[src/rtl/peripheral_spram_axi4_pkg.sv]
// Shared encodings for the SRAM-facing AXI4 read burst engine: burst types,
// response codes, controller states and the burst legality check.
package peripheral_spram_axi4_pkg;

  localparam logic [1:0] BURST_FIXED = 2'b00;
  localparam logic [1:0] BURST_INCR  = 2'b01;
  localparam logic [1:0] BURST_WRAP  = 2'b10;
  localparam logic [1:0] BURST_RSVD  = 2'b11;

  localparam logic [1:0] RESP_OKAY   = 2'b00;
  localparam logic [1:0] RESP_SLVERR = 2'b10;

  typedef enum logic [1:0] {
    ST_IDLE  = 2'd0,
    ST_ISSUE = 2'd1,
    ST_DRAIN = 2'd2
  } state_e;

  function automatic logic wrap_len_ok(input logic [7:0] len);
    return (len == 8'd1) || (len == 8'd3) || (len == 8'd7) || (len == 8'd15);
  endfunction

  // A burst the SRAM cannot serve is answered entirely with SLVERR beats.
  function automatic logic burst_is_err(input logic [1:0] burst,
                                        input logic [2:0] size,
                                        input logic [7:0] len,
                                        input logic [2:0] max_size);
    return (burst == BURST_RSVD) || (size > max_size) ||
           ((burst == BURST_WRAP) && !wrap_len_ok(len));
  endfunction

endpackage

[src/rtl/peripheral_spram_axi4_rfifo.sv]
// Synchronous read-data FIFO with occupancy count; a push and a pop in the
// same cycle keep the count unchanged.
module peripheral_spram_axi4_rfifo #(
  parameter int WIDTH = 8,
  parameter int DEPTH = 4
) (
  input  logic                   clk,
  input  logic                   rst,
  input  logic                   push,
  input  logic [WIDTH-1:0]       wdata,
  input  logic                   pop,
  output logic [WIDTH-1:0]       rdata,
  output logic [$clog2(DEPTH):0] count,
  output logic                   empty
);
  localparam int PTR_W = $clog2(DEPTH);
  localparam logic [PTR_W:0] FULL_CNT = (PTR_W+1)'(DEPTH);

  logic [WIDTH-1:0] mem [DEPTH];
  logic [PTR_W-1:0] wr_ptr;
  logic [PTR_W-1:0] rd_ptr;
  logic             full;
  logic             wr_en;
  logic             rd_en;

  assign empty = (count == '0);
  assign full  = (count == FULL_CNT);
  assign wr_en = push && (!full || pop);
  assign rd_en = pop && !empty;
  assign rdata = mem[rd_ptr];

  always_ff @(posedge clk) begin
    if (rst) begin
      wr_ptr <= '0;
      rd_ptr <= '0;
      count  <= '0;
    end else begin
      if (wr_en) wr_ptr <= wr_ptr + 1'b1;
      if (rd_en) rd_ptr <= rd_ptr + 1'b1;
      case ({wr_en, rd_en})
        2'b10:   count <= count + 1'b1;
        2'b01:   count <= count - 1'b1;
        default: count <= count;
      endcase
    end
  end

  // Storage carries data only, so it is left out of reset.
  always_ff @(posedge clk) begin
    if (wr_en) mem[wr_ptr] <= wdata;
  end

endmodule

[src/rtl/peripheral_spram_axi4_rd_burst.sv]
// AXI4 read burst engine in front of a single-port SRAM: expands one AR into
// per-beat SRAM reads and returns the words on R through a credit-checked FIFO.
module peripheral_spram_axi4_rd_burst
  import peripheral_spram_axi4_pkg::*;
#(
  parameter int AXI_ID_WIDTH   = 10,
  parameter int AXI_ADDR_WIDTH = 64,
  parameter int AXI_DATA_WIDTH = 64,
  parameter int AXI_USER_WIDTH = 10,
  parameter int FIFO_DEPTH     = 4
) (
  input  logic                      clk_i,
  input  logic                      rst_i,
  input  logic [AXI_ID_WIDTH-1:0]   axi_ar_id,
  input  logic [AXI_ADDR_WIDTH-1:0] axi_ar_addr,
  input  logic [7:0]                axi_ar_len,
  input  logic [2:0]                axi_ar_size,
  input  logic [1:0]                axi_ar_burst,
  input  logic [AXI_USER_WIDTH-1:0] axi_ar_user,
  input  logic                      axi_ar_valid,
  output logic                      axi_ar_ready,
  output logic [AXI_ID_WIDTH-1:0]   axi_r_id,
  output logic [AXI_DATA_WIDTH-1:0] axi_r_data,
  output logic [1:0]                axi_r_resp,
  output logic                      axi_r_last,
  output logic [AXI_USER_WIDTH-1:0] axi_r_user,
  output logic                      axi_r_valid,
  input  logic                      axi_r_ready,
  output logic                      req_o,
  output logic [AXI_ADDR_WIDTH-1:0] addr_o,
  input  logic [AXI_DATA_WIDTH-1:0] data_i
);
  localparam int AW       = AXI_ADDR_WIDTH;
  localparam int ADDR_LSB = $clog2(AXI_DATA_WIDTH/8);
  localparam int CNT_W    = $clog2(FIFO_DEPTH) + 1;
  localparam logic [2:0]      MAX_SIZE   = 3'(ADDR_LSB);
  localparam logic [AW-1:0]   ALIGN_MASK = ~((AW'(1) << ADDR_LSB) - AW'(1));
  localparam logic [CNT_W:0]  CREDIT_LIM = (CNT_W+1)'(FIFO_DEPTH);

  typedef struct packed {
    logic [AXI_DATA_WIDTH-1:0] data;
    logic [1:0]                resp;
    logic                      last;
  } entry_t;

  localparam int ENTRY_W = $bits(entry_t);

  state_e                    state_q;
  state_e                    state_d;
  logic [AXI_ID_WIDTH-1:0]   id_q;
  logic [AXI_USER_WIDTH-1:0] user_q;
  logic                      err_q;
  logic [AW-1:0]             addr_q;
  logic [7:0]                len_q;
  logic [2:0]                size_q;
  logic [1:0]                burst_q;
  logic [7:0]                beat_q;

  logic                      ar_hs;
  logic                      ar_err;
  logic                      issue;
  logic                      beat_last;
  logic                      credit;
  logic [CNT_W:0]            occupancy;

  logic                      vld_p1;
  logic                      last_p1;

  logic                      fifo_push;
  entry_t                    fifo_wentry;
  entry_t                    fifo_head;
  logic [ENTRY_W-1:0]        fifo_rdata;
  logic [CNT_W-1:0]          fifo_count;
  logic                      fifo_empty;
  logic                      r_hs;

  // Beat-to-beat address step; WRAP stays inside a (len+1)<<size window.
  function automatic logic [AW-1:0] next_addr(input logic [AW-1:0] a,
                                              input logic [7:0]    len,
                                              input logic [2:0]    size,
                                              input logic [1:0]    burst);
    logic [AW-1:0] step;
    logic [AW-1:0] inc;
    logic [AW-1:0] mask;
    step = AW'(1) << size;
    inc  = a + step;
    mask = ((AW'(len) + AW'(1)) << size) - AW'(1);
    case (burst)
      BURST_FIXED: return a;
      BURST_WRAP:  return (a & ~mask) | (inc & mask);
      default:     return inc;
    endcase
  endfunction

  assign ar_hs     = axi_ar_valid && axi_ar_ready;
  assign ar_err    = burst_is_err(axi_ar_burst, axi_ar_size, axi_ar_len, MAX_SIZE);
  assign beat_last = (beat_q == len_q);
  assign occupancy = {1'b0, fifo_count} + {{CNT_W{1'b0}}, vld_p1};
  assign credit    = (occupancy < CREDIT_LIM);
  assign r_hs      = axi_r_valid && axi_r_ready;

  always_ff @(posedge clk_i) begin
    if (rst_i) state_q <= ST_IDLE;
    else       state_q <= state_d;
  end

  always_comb begin
    state_d = state_q;
    case (state_q)
      ST_IDLE:  if (ar_hs) state_d = ST_ISSUE;
      ST_ISSUE: if (issue && beat_last) state_d = ST_DRAIN;
      ST_DRAIN: if (r_hs && axi_r_last) state_d = ST_IDLE;
      default:  state_d = ST_IDLE;
    endcase
  end

  always_comb begin
    axi_ar_ready = 1'b0;
    issue        = 1'b0;
    case (state_q)
      ST_IDLE:  axi_ar_ready = !rst_i;
      ST_ISSUE: issue        = credit && !rst_i;
      default:  ;
    endcase
  end

  assign req_o  = issue && !err_q;
  assign addr_o = req_o ? (addr_q & ALIGN_MASK) : '0;

  always_ff @(posedge clk_i) begin
    if (rst_i) begin
      id_q   <= '0;
      user_q <= '0;
      err_q  <= 1'b0;
    end else if (ar_hs) begin
      id_q   <= axi_ar_id;
      user_q <= axi_ar_user;
      err_q  <= ar_err;
    end
  end

  always_ff @(posedge clk_i) begin
    if (ar_hs) begin
      addr_q  <= axi_ar_addr;
      len_q   <= axi_ar_len;
      size_q  <= axi_ar_size;
      burst_q <= axi_ar_burst;
      beat_q  <= '0;
    end else if (issue) begin
      addr_q  <= next_addr(addr_q, len_q, size_q, burst_q);
      beat_q  <= beat_q + 8'd1;
    end
  end

  // p0 -> p1: SRAM read in flight; its word is on data_i during p1.
  always_ff @(posedge clk_i) begin
    if (rst_i) vld_p1 <= 1'b0;
    else       vld_p1 <= req_o;
  end

  always_ff @(posedge clk_i) begin
    last_p1 <= beat_last;
  end

  // Error beats never touch the SRAM, so they cannot collide with a p1 push.
  always_comb begin
    fifo_wentry = '0;
    if (vld_p1) begin
      fifo_wentry.data = data_i;
      fifo_wentry.resp = RESP_OKAY;
      fifo_wentry.last = last_p1;
    end else begin
      fifo_wentry.resp = RESP_SLVERR;
      fifo_wentry.last = beat_last;
    end
  end

  assign fifo_push = vld_p1 || (issue && err_q);

  peripheral_spram_axi4_rfifo #(
    .WIDTH (ENTRY_W),
    .DEPTH (FIFO_DEPTH)
  ) u_rfifo (
    .clk   (clk_i),
    .rst   (rst_i),
    .push  (fifo_push),
    .wdata (fifo_wentry),
    .pop   (r_hs),
    .rdata (fifo_rdata),
    .count (fifo_count),
    .empty (fifo_empty)
  );

  assign fifo_head   = entry_t'(fifo_rdata);
  assign axi_r_valid = !fifo_empty;
  assign axi_r_data  = fifo_empty ? '0 : fifo_head.data;
  assign axi_r_resp  = fifo_empty ? RESP_OKAY : fifo_head.resp;
  assign axi_r_last  = !fifo_empty && fifo_head.last;
  assign axi_r_id    = id_q;
  assign axi_r_user  = user_q;

endmodule
[config.mk]
export PLATFORM = sky130hd
export DESIGN_NAME = peripheral_spram_axi4_rd_burst
export DESIGN_NICKNAME = d
export VERILOG_FILES = /design/src/rtl/peripheral_spram_axi4_pkg.sv /design/src/rtl/peripheral_spram_axi4_rfifo.sv /design/src/rtl/peripheral_spram_axi4_rd_burst.sv
export SDC_FILE = /design/constraint.sdc
export NUM_CORES = 1
export LEC_CHECK = 0
export CORE_MARGIN = 5
export CORE_UTILIZATION = 30
export DETAILED_ROUTE_END_ITERATION = 10
export PLACE_DENSITY_LB_ADDON = 0.12
export SLEW_MARGIN = 20
export SYNTH_ARGS = -nofsm -noshare
export SYNTH_HDL_FRONTEND = slang
export SYNTH_SLANG_ARGS = --single-unit
[constraint.sdc]
create_clock -name clk_i -period 6.55 [get_ports clk_i]
set_clock_uncertainty 0.05 [all_clocks]
set_input_delay 0.655 -clock clk_i [delete_from_list [all_inputs] [get_ports clk_i]]
set_output_delay 0.655 -clock clk_i [all_outputs]
set_load 0.02 [all_outputs]
==> impl_metrics.tcl <==
set metrics [dict create \
    p_leak_nw 8.00 \
    grt_pass1_wl_um 84200 \
    yosys_warnings 0 \
    post-synth-top-area-cell "edfxtp_1" \
    n_fill_cell 6009 \
    period_share_pct 71.8 \
    synth_flop_cell "edfxtp_1" \
    worstSkewPairLatency_ns 0.57 \
    fmaxAchievable_mhz 213 \
    syn_inst 1467 \
    floorplan.initialDensity_pct 30.1 \
    netlist.area_leader.share_pct 54.2 \
    timing_max_transition_violations_final 0 \
    synth_cell_type_count 79 \
    proportion_of_synthesized_flip_flops_having_asynchronous_set_or_reset_pct 0 \
    die_width_um 261 \
    io_buffer_count 314 \
    cp_data_arrival_time_ns 4.00 \
    core_area_mm2 0.0627 \
    global_route.overflow_total 0 \
    num_io_pins 319 \
    worst_slew_margin_rel_pct 30.5 \
    max_cap_viol 0 \
    antenna_left 0 \
    synth.top_cells.by_area "edfxtp_1 54%, mux4_2 8.0%, and2_1 6.6%" \
    crit_fanout 52 \
    rows 92 \
    layout.nets 1940 \
    clock-sinks 383 \
    timing.critical_path.to "addr_o[48]" \
    cts-buffers-inserted 46 \
    grt_max_degree 78 \
    reg2reg_depth 11 \
    grt_setup_unrepaired "false" \
    cts.hold.buffers_added 0 \
    cts_max_path_buffers 3 \
    cts_resized 0 \
    synth.avg_cell_area_um2 12.9 \
    cts.htree.levels 2 \
    post-route-min-period_ns 4.70 \
    die_outline_area_mm2 0.0681 \
    finalCoreUtilization_pct 38.8 \
    num_vias 12800 \
    setup-violations-final 0 \
    power_per_cell_area_mw_per_mm2 296 \
    tritoncts "yes" \
    power.ir.vdd_worst_v 0.000186 \
    timing.critical_path.required_ns 5.84 \
    edff_count_synth 341 \
    summed_negative_setup_slack_over_all_endpoints_ns 0 \
    critPathLaunch "rst_i" \
    vias_per_cell 4.83 \
    global_route.usage.total_pct 16.2 \
    report.final.hold_viol_count 0 \
    globalplace.congestion 0.831 \
    synth_seq_cells 383 \
    type_of_the_worst_setup_path "input port to primary output" \
    crit_path_end_kind "primary output" \
    wl_per_cell_um 21.5 \
    worst_slew_pin_slew_ns 1.04 \
    drt_first_iter_violations 795 \
    synth_sequential_area_ratio_pct 58.6 \
    grt_pass1_vias 13300 \
    finalWirelength_um 56800 \
    min-delay-start "axi_r_user[9]" \
    clock-root-buffer "clkbuf_16" \
    crit_path_start_kind "input port" \
    dpl.hpwl_um 37700 \
    startpoint_of_the_worst_slack_reg_to_reg_timing_path "len_q[0]" \
    worst_setup_hold_path_clk_slew_ns 0.06 \
    run_status "finished, final reports clean" \
    cts_setup_buffers 0 \
    remaining_drc_errors 0 \
    timing.reg2reg.setup_slack_ns 2.07 \
    final_layout_size_suffix_gt1_share_pct 12.6 \
    hold_removal_path_class "register to register" \
    number_of_antenna_violations_at_the_first_check_in_global_routing 13 \
    first_pass_iters 5 \
    die_height_um 261 \
    post_synth_instance_area_mm2 0.0189 \
    area_delta_synth_final_pct 28.9 \
]
-- worst min-delay path by stage --
| stage | endpoint | slack (ns) | cells past startpoint |
|---|---|---|---|
| after floorplan | vld_p1 | 0.38 | 1 |
| after global placement | axi_r_id[3] | 0.39 | 2 |
| after detailed placement | axi_r_user[9] | 0.40 | 2 |
| after CTS | axi_r_user[9] | 0.41 | 2 |
| after global routing | axi_r_id[2] | 0.42 | 2 |
| final | axi_r_user[9] | 0.40 | 2 |
-- through the flow --
stage / cells / power, mW / instance area [um2] / setup slack [ns] / hold WS [ns]
3_3_place_gp: 2553 / 4.76 / 22800 / 1.66 / 0.393
4_1_cts: 2636 / 7.35 / 24300 / 1.44 / 0.406
5_1_grt: 2640 / 7.55 / 24400 / 1.62 / 0.423
2_1_floorplan: 1470 / 3.95 / 18900 / 2.33 / 0.384
6_report: 2644 / 7.20 / 24400 / 1.85 / 0.402
3_5_place_dp: 2553 / 4.77 / 22800 / 1.46 / 0.397
-- layout by cell type, fill, tap and decap left out, types with 27 or more instances in the layout --
cell / instances
a211oi_2: 36
a21oi_1: 64
and2_1: 195
clkbuf_16: 46
clkdlybuf4s50_1: 313
dfxtp_1: 39
edfxtp_1: 341
inv_1: 27
mux4_2: 67
nand2_1: 96
nand3_1: 32
nor2_1: 132
xnor2_1: 47
xor2_1: 44
-- cells in the mapped netlist, types with 6 or more instances --
master      n
a211oi_1   19
a211oi_2   36
a21o_1      6
a21oi_1    65
and2_1    199
and3_1     16
and4_1      6
buf_1      11
buf_2       9
buf_6       9
clkbuf_1   61
dfxtp_1    42
edfxtp_1  341
ha_1       17
inv_1      28
mux4_2     67
nand2_1    97
nand2b_1   10
nand3_1    32
nand4_1    20
nor2_1    133
nor2b_1     7
nor3_1     18
nor4_1      6
o21ai_0    23
or3_1       9
xnor2_1    47
xor2_1     44
-- layout make-up --
cell class	instances	area [um2]	area share [%]
timing repair buffer	333	3290	13.5
antenna	7	17.5	0.0719
tap	846	1060	4.34
sequential	383	11100	45.5
multi-input combinational	964	7310	30.0
clock buffer	54	1190	4.89
inverter	28	105	0.431
clock inverter	29	298	1.22
-- where the power goes --
group          internal, mW  switching [mW]
Clock                  1.50            1.03
Sequential             2.79           0.121
Combinational         0.851           0.907
Total                  5.14            2.06
-- cells by family after synthesis --
kind of cell             share of synthesized area, %
XOR/XNOR                                         4.30
multiplexers                                     8.30
AND/OR/NAND/NOR                                  16.2
AO/OA/AOI/OAI                                    8.30
adder cells (fa/ha/maj)                          1.34
other                                          0.0198
buffers and inverters                            2.96
flip-flops                                       58.6
-- critical path, cell delays in order --
cell	delay, ns
buf_2	0.32
or4b_2	0.69
a31oi_1	0.77
nor2b_4	0.49
buf_12	0.23
and2_1	0.16
clkdlybuf4s50_1	0.61
-- routing by layer --
metal	part of all wire [%]	track usage [%]	wire length, um
met4	2.1	3.97	1220
met5	0.17	0	95
met3	6.1	4.37	3480
met1	43	20.7	24200
met2	49	27.5	27800
Note: power is estimated with default switching activity, not from simulation.
